### src/rtl/seq_divider.sv
// Iterative restoring unsigned divider: one subtract-shift step per clock,
// start/done handshake, divide-by-zero flagged with saturated quotient.
module seq_divider #(
  parameter int WIDTH = 4
) (
  input  logic             clk,
  input  logic             rst,
  input  logic             start,
  input  logic [WIDTH-1:0] dividend,
  input  logic [WIDTH-1:0] divisor,
  output logic             busy,
  output logic             done,
  output logic [WIDTH-1:0] quotient,
  output logic [WIDTH-1:0] remainder,
  output logic             div_by_zero
);

  localparam int CNT_W = $clog2(WIDTH + 1);
  localparam logic [CNT_W-1:0] LAST_CNT = CNT_W'(WIDTH);

  typedef enum logic [1:0] {
    S_IDLE = 2'd0,
    S_RUN  = 2'd1,
    S_DZ   = 2'd2
  } state_t;

  state_t           state_q;
  logic [WIDTH-1:0] q_q;
  logic [WIDTH:0]   r_q;
  logic [WIDTH-1:0] dvsr_q;
  logic [CNT_W-1:0] cnt_q;
  logic             busy_q;
  logic             done_q;
  logic [WIDTH-1:0] quot_q;
  logic [WIDTH-1:0] rem_q;
  logic             dz_q;

  logic [WIDTH:0]   r_shift_d;
  logic [WIDTH:0]   diff_d;
  logic [WIDTH:0]   r_d;
  logic [WIDTH-1:0] q_d;
  logic [CNT_W-1:0] cnt_d;

  // One restoring step: shift next dividend bit into R, trial-subtract the divisor
  // as R + ~{0,divisor} + 1; the MSB of the difference is the borrow.
  always_comb begin
    r_shift_d = {r_q[WIDTH-1:0], q_q[WIDTH-1]};
    diff_d    = r_shift_d + ~{1'b0, dvsr_q} + {{WIDTH{1'b0}}, 1'b1};
    if (!diff_d[WIDTH]) begin
      r_d = diff_d;
      q_d = {q_q[WIDTH-2:0], 1'b1};
    end else begin
      r_d = r_shift_d;
      q_d = {q_q[WIDTH-2:0], 1'b0};
    end
    cnt_d = cnt_q + CNT_W'(1);
  end

  always_ff @(posedge clk) begin
    if (rst) begin
      state_q <= S_IDLE;
      q_q     <= '0;
      r_q     <= '0;
      dvsr_q  <= '0;
      cnt_q   <= '0;
      busy_q  <= 1'b0;
      done_q  <= 1'b0;
      quot_q  <= '0;
      rem_q   <= '0;
      dz_q    <= 1'b0;
    end else begin
      done_q <= 1'b0;
      case (state_q)
        S_IDLE: begin
          if (start) begin
            q_q     <= dividend;
            r_q     <= '0;
            cnt_q   <= '0;
            dvsr_q  <= divisor;
            busy_q  <= 1'b1;
            state_q <= (divisor == '0) ? S_DZ : S_RUN;
          end
        end
        S_RUN: begin
          q_q   <= q_d;
          r_q   <= r_d;
          cnt_q <= cnt_d;
          if (cnt_d == LAST_CNT) begin
            quot_q  <= q_d;
            rem_q   <= r_d[WIDTH-1:0];
            dz_q    <= 1'b0;
            done_q  <= 1'b1;
            busy_q  <= 1'b0;
            state_q <= S_IDLE;
          end
        end
        S_DZ: begin
          // q_q still holds the untouched captured dividend here.
          quot_q  <= '1;
          rem_q   <= q_q;
          dz_q    <= 1'b1;
          done_q  <= 1'b1;
          busy_q  <= 1'b0;
          state_q <= S_IDLE;
        end
        default: begin
          busy_q  <= 1'b0;
          state_q <= S_IDLE;
        end
      endcase
    end
  end

  assign busy        = busy_q;
  assign done        = done_q;
  assign quotient    = quot_q;
  assign remainder   = rem_q;
  assign div_by_zero = dz_q;

endmodule

### config.mk
export PLATFORM = sky130hd
export DESIGN_NAME = seq_divider
export DESIGN_NICKNAME = d
export VERILOG_FILES = /design/src/rtl/seq_divider.sv
export SDC_FILE = /design/constraint.sdc
export NUM_CORES = 1
export LEC_CHECK = 0
export CAP_MARGIN = 30
export CORE_MARGIN = 8
export CORE_UTILIZATION = 50
export DETAILED_ROUTE_END_ITERATION = 6
export GPL_TIMING_DRIVEN = 1
export PLACE_DENSITY_LB_ADDON = 0.1
export SYNTH_ARGS = -nofsm -noshare
export SYNTH_HDL_FRONTEND = slang
export SYNTH_SLANG_ARGS = --single-unit
### constraint.sdc
create_clock -name clk -period 3 [get_ports clk]
set_input_delay 0.6 -clock clk [delete_from_list [all_inputs] [get_ports clk]]
set_output_delay 0.6 -clock clk [all_outputs]
set_load 0.03 [all_outputs]
-- After elaboration in Yosys (flattened, before gate mapping)
Index checks and enable logic that the tools add are counted.
- add/sub/neg operators: 3
- equal/unequal tests: 5
- mux-type cells: 22
- bitwise gates (word level): 1
- reduce and logical (&&, ||, !) cells: 8
- operators with widths (kind ; count):
    case mux 4 bit (2 select lines) ; 4
    2-to-1 mux 4 bit ; 5
    AND reduction 2 bit ; 4
    2-to-1 mux 2 bit ; 3
    case mux 1 bit (2 select lines) ; 3
    case mux 3 bit (2 select lines) ; 1
    adder 5 x 1 -> 5 bit (second input constant) ; 1
    adder 5 bit ; 1
    NOT 4 -> 5 bit ; 1
    logical NOT 4 bit ; 1
    2-to-1 mux 1 bit ; 4
    != test 2 bit (second input constant) ; 2
    case mux 2 bit (2 select lines) ; 1
    nonzero test 2 bit ; 2
    adder 3 x 1 -> 3 bit (second input constant) ; 1
    == test 3 bit (second input constant) ; 1
    2-to-1 mux 3 bit ; 1
    == test 2 x 1 -> 1 bit (second input constant) ; 1
    == test 2 bit (second input constant) ; 1
    logical NOT 2 bit ; 1
- register bits after elaboration: 28
- input port bits: 11
- output and inout port bits: 11
- word-level logic and storage cells: 49

-- Longest topological paths before layout
- depth after elaboration: 6
- mapped depth: 9
- gate-level depth less buffers: 8

-- Worst setup path after synthesis
No wires, ideal clock.
- path type: register to register
- from: register q_q[3]
- to: register r_q[0]
- library setup time: 92 ps
- arrival time: 2082 ps
- setup slack: 826 ps
- stages on the path, launching flop included: 10
- buffers on the path: 1
- clock period less this slack: 2174 ps
- path through: dfxtp_1 inv_1 ha_1 fa_1 nand2b_1 a21oi_1 xnor2_1 buf_2 mux2_1 o32ai_1
- longest elaborated chain between the ends: 4
- ends and longest elaborated chain (item ; line ; source):
    start: declaration ; 28 ; logic [WIDTH-1:0] q_q;
    start signal: assignment ; 76 ; q_q <= dividend;
    start signal: assignment ; 85 ; q_q <= q_d;
    adder 5 bit ; 48 ; diff_d = r_shift_d + ~{1'b0, dvsr_q} + {{WIDTH{1'b0}}, 1'b1};
    adder 5 x 1 -> 5 bit ; 48 ;
    2-to-1 mux 4 bit (*) ; 49 ; if (!diff_d[WIDTH]) begin
    case mux 4 bit (2 select lines) (*) ; 73 ; case (state_q)
    end signal: assignment ; 86 ; r_q <= r_d;
    end: declaration ; 29 ; logic [WIDTH:0] r_q;
Mark *: on every way between the ends. The rest lies on a longest branch, timed or not.
A chain may end at the register's enable or synchronous reset.

-- Final worst setup path
Ends and elaborated chain as after synthesis.

==> flow_summary.ini <==
[yosys]
synthXorXnorAreaFrac_pct = 2.41
synth_largest_type_area_fraction_pct = 38.6
ys_types = 35
synth-compound-area-share_pct = 20.1
share_of_flip_flops_with_an_asynchronous_set_or_reset_pct = 0
main_combinational_cell_family_by_area_after_synthesis = compound AO/OA/AOI/OAI gates
synthesis.instances = 174
leading_post_synthesis_cells_by_cell_area = sky130_fd_sc_hd__dfxtp_1 39%, sky130_fd_sc_hd__ha_1 7.8%, sky130_fd_sc_hd__a21oi_1 5.5%
yosys_register_bits = 28
synth_fa_ha_area_share_pct = 9.14
synth_simple_gate_area_share_pct = 17.7
synth-edff-count = 0
synthesis.yosys.warnings = 0
yosys_most_used_dff = sky130_fd_sc_hd__dfxtp_1
syn_nets = 195
synthesis.area_sq_um = 1450
proportion_of_synthesized_chip_area_in_sequential_cells_pct = 38.6
syn_avg_cell_area_sq_um = 8.34
synth_top_area_cell = sky130_fd_sc_hd__dfxtp_1
synth.area.mux_share_pct = 6.38

[power_and_ir_drop]
sw_frac_of_total_pct = 29.1
p_per_area_nw_per_um2 = 508
clockPowerShare_pct = 28.3
power.combinational.fraction_pct = 24.9
switching_power_total_w = 0.000257
internal-power_w = 0.000625
share_seq_of_total_power_pct = 46.7
ir_drop_mv = 0.353
static_power_due_to_leakage_nw = 0.640

[grt]
via_count_of_the_first_global_routing_pass = 1248
globalRoute.totalOverflow = 0
grt_antenna_before_repair = 0
grt_pass1_wl_mm = 5.62
grtUsageTotal_pct = 13.5
grt_max_degree = 17

[sta]
slew_headroom_pct = 48.6
setup_violations = 0
rsz0062_at_grt = no
worst_pin_slew_ns = 0.765
hold_viol = 0
final.min_clock_period_ns = 2.38
report.final.slew_viol_count = 0
fin_setup_tns_ns = 0
layout_worst_path_cycle_share_pct = 79.5
worst_clock_skew_ns = 0.00804
max_freq_mhz = 420

[critical_path]
sequence_of_cells_on_the_critical_path = inv_1, ha_1, fa_1, nand2b_1, a21oi_1, xnor2_1, buf_4, mux2_1, o32ai_1
path_buf_inv = 2
worst_r2r_path_depth = 9
timing.critical_path.from_type = flip-flop
critical_path_sink_type = flip-flop
timing.critical_path.from = q_q[3]$_SDFFE_PP0P_
timing.reg2reg.setup_slack_ns = 0.62
slowest_delay_ns = 0.41
top_fanout_value_on_the_critical_path = 10
worst-setup-path-type = reg -> reg
timing.critical_path.max_delay_family = adder cells
worstReg2RegEnd = r_q[0]$_SDFFE_PP0P_
cp_data_required_time_ns = 3.26
worstPathArrival_ns = 2.64
worst_r2r_startpoint = q_q[3]$_SDFFE_PP0P_
critical_path.slowest_cell = sky130_fd_sc_hd__fa_1

[detailed_routing]
firstDrtPassIters = 4
wl_per_cell_microns = 14.8
detailedRoute.firstIterationViolations = 56
detail-route-antenna-nets = 0
num_vias = 1284
drt-vias-per-instance = 5.73
drc = 0
wl_mm = 3.33

[hold_path]
hold_end = dvsr_q[3]$_SDFFE_PP0P_
hold_path_class = reg -> reg
timing.hold.worst.start = dvsr_q[3]$_SDFFE_PP0P_
hold_depth = 2

[run_status]
outcome = finished, final reports clean

[floorplanning]
core_area_sq_um = 2760
die_x_microns = 69.9
ioPinCount = 22
rows = 19
total_die_area_sq_um = 4880
chipHeight_microns = 69.9
starting_density_pct = 52.6

[final_layout]
area_growth_pct = 19.5
non_filler_instance_count_after_layout = 224
final_nets = 215
num-fill-cells = 258
number_of_antenna_repair_diodes = 0
layout-drive-gt1-share_pct = 5.18

[clocking]
cts_buffer_depth = 2
cts-resized-gates = 0
post_cts_buffers = 0
tritoncts_clock_tree = done
postCtsHoldBufs = 0
htree_levels = 1
cts_root_buf = sky130_fd_sc_hd__clkbuf_4
path_clk_slew_ns = 0.16
cts_buffers = 3
tritoncts_num_sinks = 28
worst_skew_pair.late_latency_ns = 0.33

[run]
max_cap_viol_count = 0

[placement]
port-buffer-count = 21
detailedPlacementHpwl_mm = 2.57
place.gp.congestion = 0.850
dpl.cell_count = 219
worst max-delay path by stage:
stage / end / cells after the start
4_1_cts: r_q[1]$_SDFFE_PP0P_ / 8
3_5_place_dp: r_q[1]$_SDFFE_PP0P_ / 8
5_1_grt: r_q[0]$_SDFFE_PP0P_ / 9
3_3_place_gp: r_q[1]$_SDFFE_PP0P_ / 8
6_report: r_q[0]$_SDFFE_PP0P_ / 9
2_1_floorplan: r_q[0]$_SDFFE_PP0P_ / 9
cell families after synthesis:
family,Yosys count
mux,9
compound gates,45
flops,28
simple gates,57
fa+ha+maj,10
xor+xnor,4
buf+inv,21
power by group through the flow:
stage / combinational, W / sequential, W / clock [W]
finish: 0.000220 / 0.000412 / 0.000250
floorplan: 0.000138 / 0.000432 / 0
global route: 0.000243 / 0.000415 / 0.000265
detailed placement: 0.000215 / 0.000421 / 0
CTS: 0.000215 / 0.000412 / 0.000256
global placement: 0.000210 / 0.000420 / 0
cells in the final DEF (no fill, tap or decap):
cell | synthesis | routed
sky130_fd_sc_hd__dfxtp_1 | 28 | 28
sky130_fd_sc_hd__clkdlybuf4s50_1 | 0 | 21
sky130_fd_sc_hd__nand2_1 | 19 | 19
sky130_fd_sc_hd__nor2_1 | 18 | 18
sky130_fd_sc_hd__a21oi_1 | 16 | 16
sky130_fd_sc_hd__inv_1 | 10 | 10
sky130_fd_sc_hd__ha_1 | 9 | 9
sky130_fd_sc_hd__mux2i_1 | 7 | 7
sky130_fd_sc_hd__a211oi_1 | 5 | 5
sky130_fd_sc_hd__nand3_1 | 5 | 5
sky130_fd_sc_hd__o21ai_0 | 5 | 5
sky130_fd_sc_hd__nand2b_1 | 4 | 4
sky130_fd_sc_hd__o32ai_1 | 4 | 4
sky130_fd_sc_hd__o22ai_1 | 4 | 4
sky130_fd_sc_hd__inv_2 | 3 | 3
sky130_fd_sc_hd__xnor2_1 | 3 | 3
sky130_fd_sc_hd__nor3_1 | 3 | 3
sky130_fd_sc_hd__a311oi_1 | 3 | 3
sky130_fd_sc_hd__clkbuf_4 | 0 | 3
sky130_fd_sc_hd__o21ai_1 | 2 | 2
sky130_fd_sc_hd__or3_1 | 2 | 2
sky130_fd_sc_hd__mux2_1 | 2 | 2
sky130_fd_sc_hd__a22oi_1 | 2 | 2
sky130_fd_sc_hd__nor2b_1 | 2 | 2
sky130_fd_sc_hd__buf_4 | 0 | 2
sky130_fd_sc_hd__o21a_1 | 1 | 1
sky130_fd_sc_hd__and2_1 | 1 | 1
sky130_fd_sc_hd__a31oi_1 | 1 | 1
sky130_fd_sc_hd__nor4_1 | 1 | 1
sky130_fd_sc_hd__xor2_1 | 1 | 1
sky130_fd_sc_hd__nand3b_1 | 1 | 1
sky130_fd_sc_hd__o21ai_4 | 1 | 1
sky130_fd_sc_hd__nor3b_1 | 1 | 1
sky130_fd_sc_hd__o211ai_1 | 1 | 1
sky130_fd_sc_hd__fa_1 | 1 | 1
sky130_fd_sc_hd__bufinv_16 | 0 | 1
state kept, by name, indices dropped and copies added, names as in the netlist:
signal,flops
busy,1
cnt_q,3
div_by_zero,1
done,1
dvsr_q,4
q_q,4
quotient,4
r_q,4
remainder,4
state_q,2
per-layer routing:
metal / global-route usage, % / vias up / part of all wire, %
met5: 0 / - / 0
met4: 5.36 / 0 / 1.6
met3: 2.97 / 6 / 3.9
met2: 23.1 / 24 / 48
met1: 15.9 / 606 / 46
li1: - / 648 / -
Yosys cell counts, types with 3 or more instances:
cell type                  count
sky130_fd_sc_hd__dfxtp_1      28
sky130_fd_sc_hd__nand2_1      19
sky130_fd_sc_hd__nor2_1       18
sky130_fd_sc_hd__a21oi_1      16
sky130_fd_sc_hd__inv_1        10
sky130_fd_sc_hd__ha_1          9
sky130_fd_sc_hd__mux2i_1       7
sky130_fd_sc_hd__a211oi_1      5
sky130_fd_sc_hd__nand3_1       5
sky130_fd_sc_hd__o21ai_0       5
sky130_fd_sc_hd__clkbuf_1      4
sky130_fd_sc_hd__nand2b_1      4
sky130_fd_sc_hd__o22ai_1       4
sky130_fd_sc_hd__o32ai_1       4
sky130_fd_sc_hd__a311oi_1      3
sky130_fd_sc_hd__buf_2         3
sky130_fd_sc_hd__inv_2         3
sky130_fd_sc_hd__nor3_1        3
sky130_fd_sc_hd__xnor2_1       3
worst min-delay path: cells and delay by family, from the launching register on:
family          cells  cell delay, ns
flops               1            0.34
compound gates      1            0.06
simple gates        1            0.05
cell type report:
type / instances / area (sq um) / area share (%)
Sequential cell: 28 / 561 / 32.3
Multi-Input combinational cell: 125 / 808 / 46.6
Timing Repair Buffer: 23 / 225 / 13.0
Tap cell: 31 / 38.8 / 2.24
Clock buffer: 3 / 22.5 / 1.30
Inverter: 13 / 48.8 / 2.81
Clock inverter: 1 / 30.0 / 1.73
metrics by stage:
| step | area, sq um | util, % | hold slack [ns] | worst slack, ns | power, W |
|---|---|---|---|---|---|
| 6_report | 1730 | 62.9 | 0.478 | 0.616 | 0.000882 |
| 4_1_cts | 1730 | 62.6 | 0.478 | 0.467 | 0.000883 |
| 5_1_grt | 1730 | 62.9 | 0.501 | 0.461 | 0.000924 |
| 3_3_place_gp | 1670 | 60.7 | 0.456 | 0.668 | 0.000629 |
| 2_1_floorplan | 1450 | - | 0.436 | 0.826 | 0.000570 |
| 3_5_place_dp | 1670 | 60.7 | 0.459 | 0.492 | 0.000635 |
(Power assumes the default switching activity.)
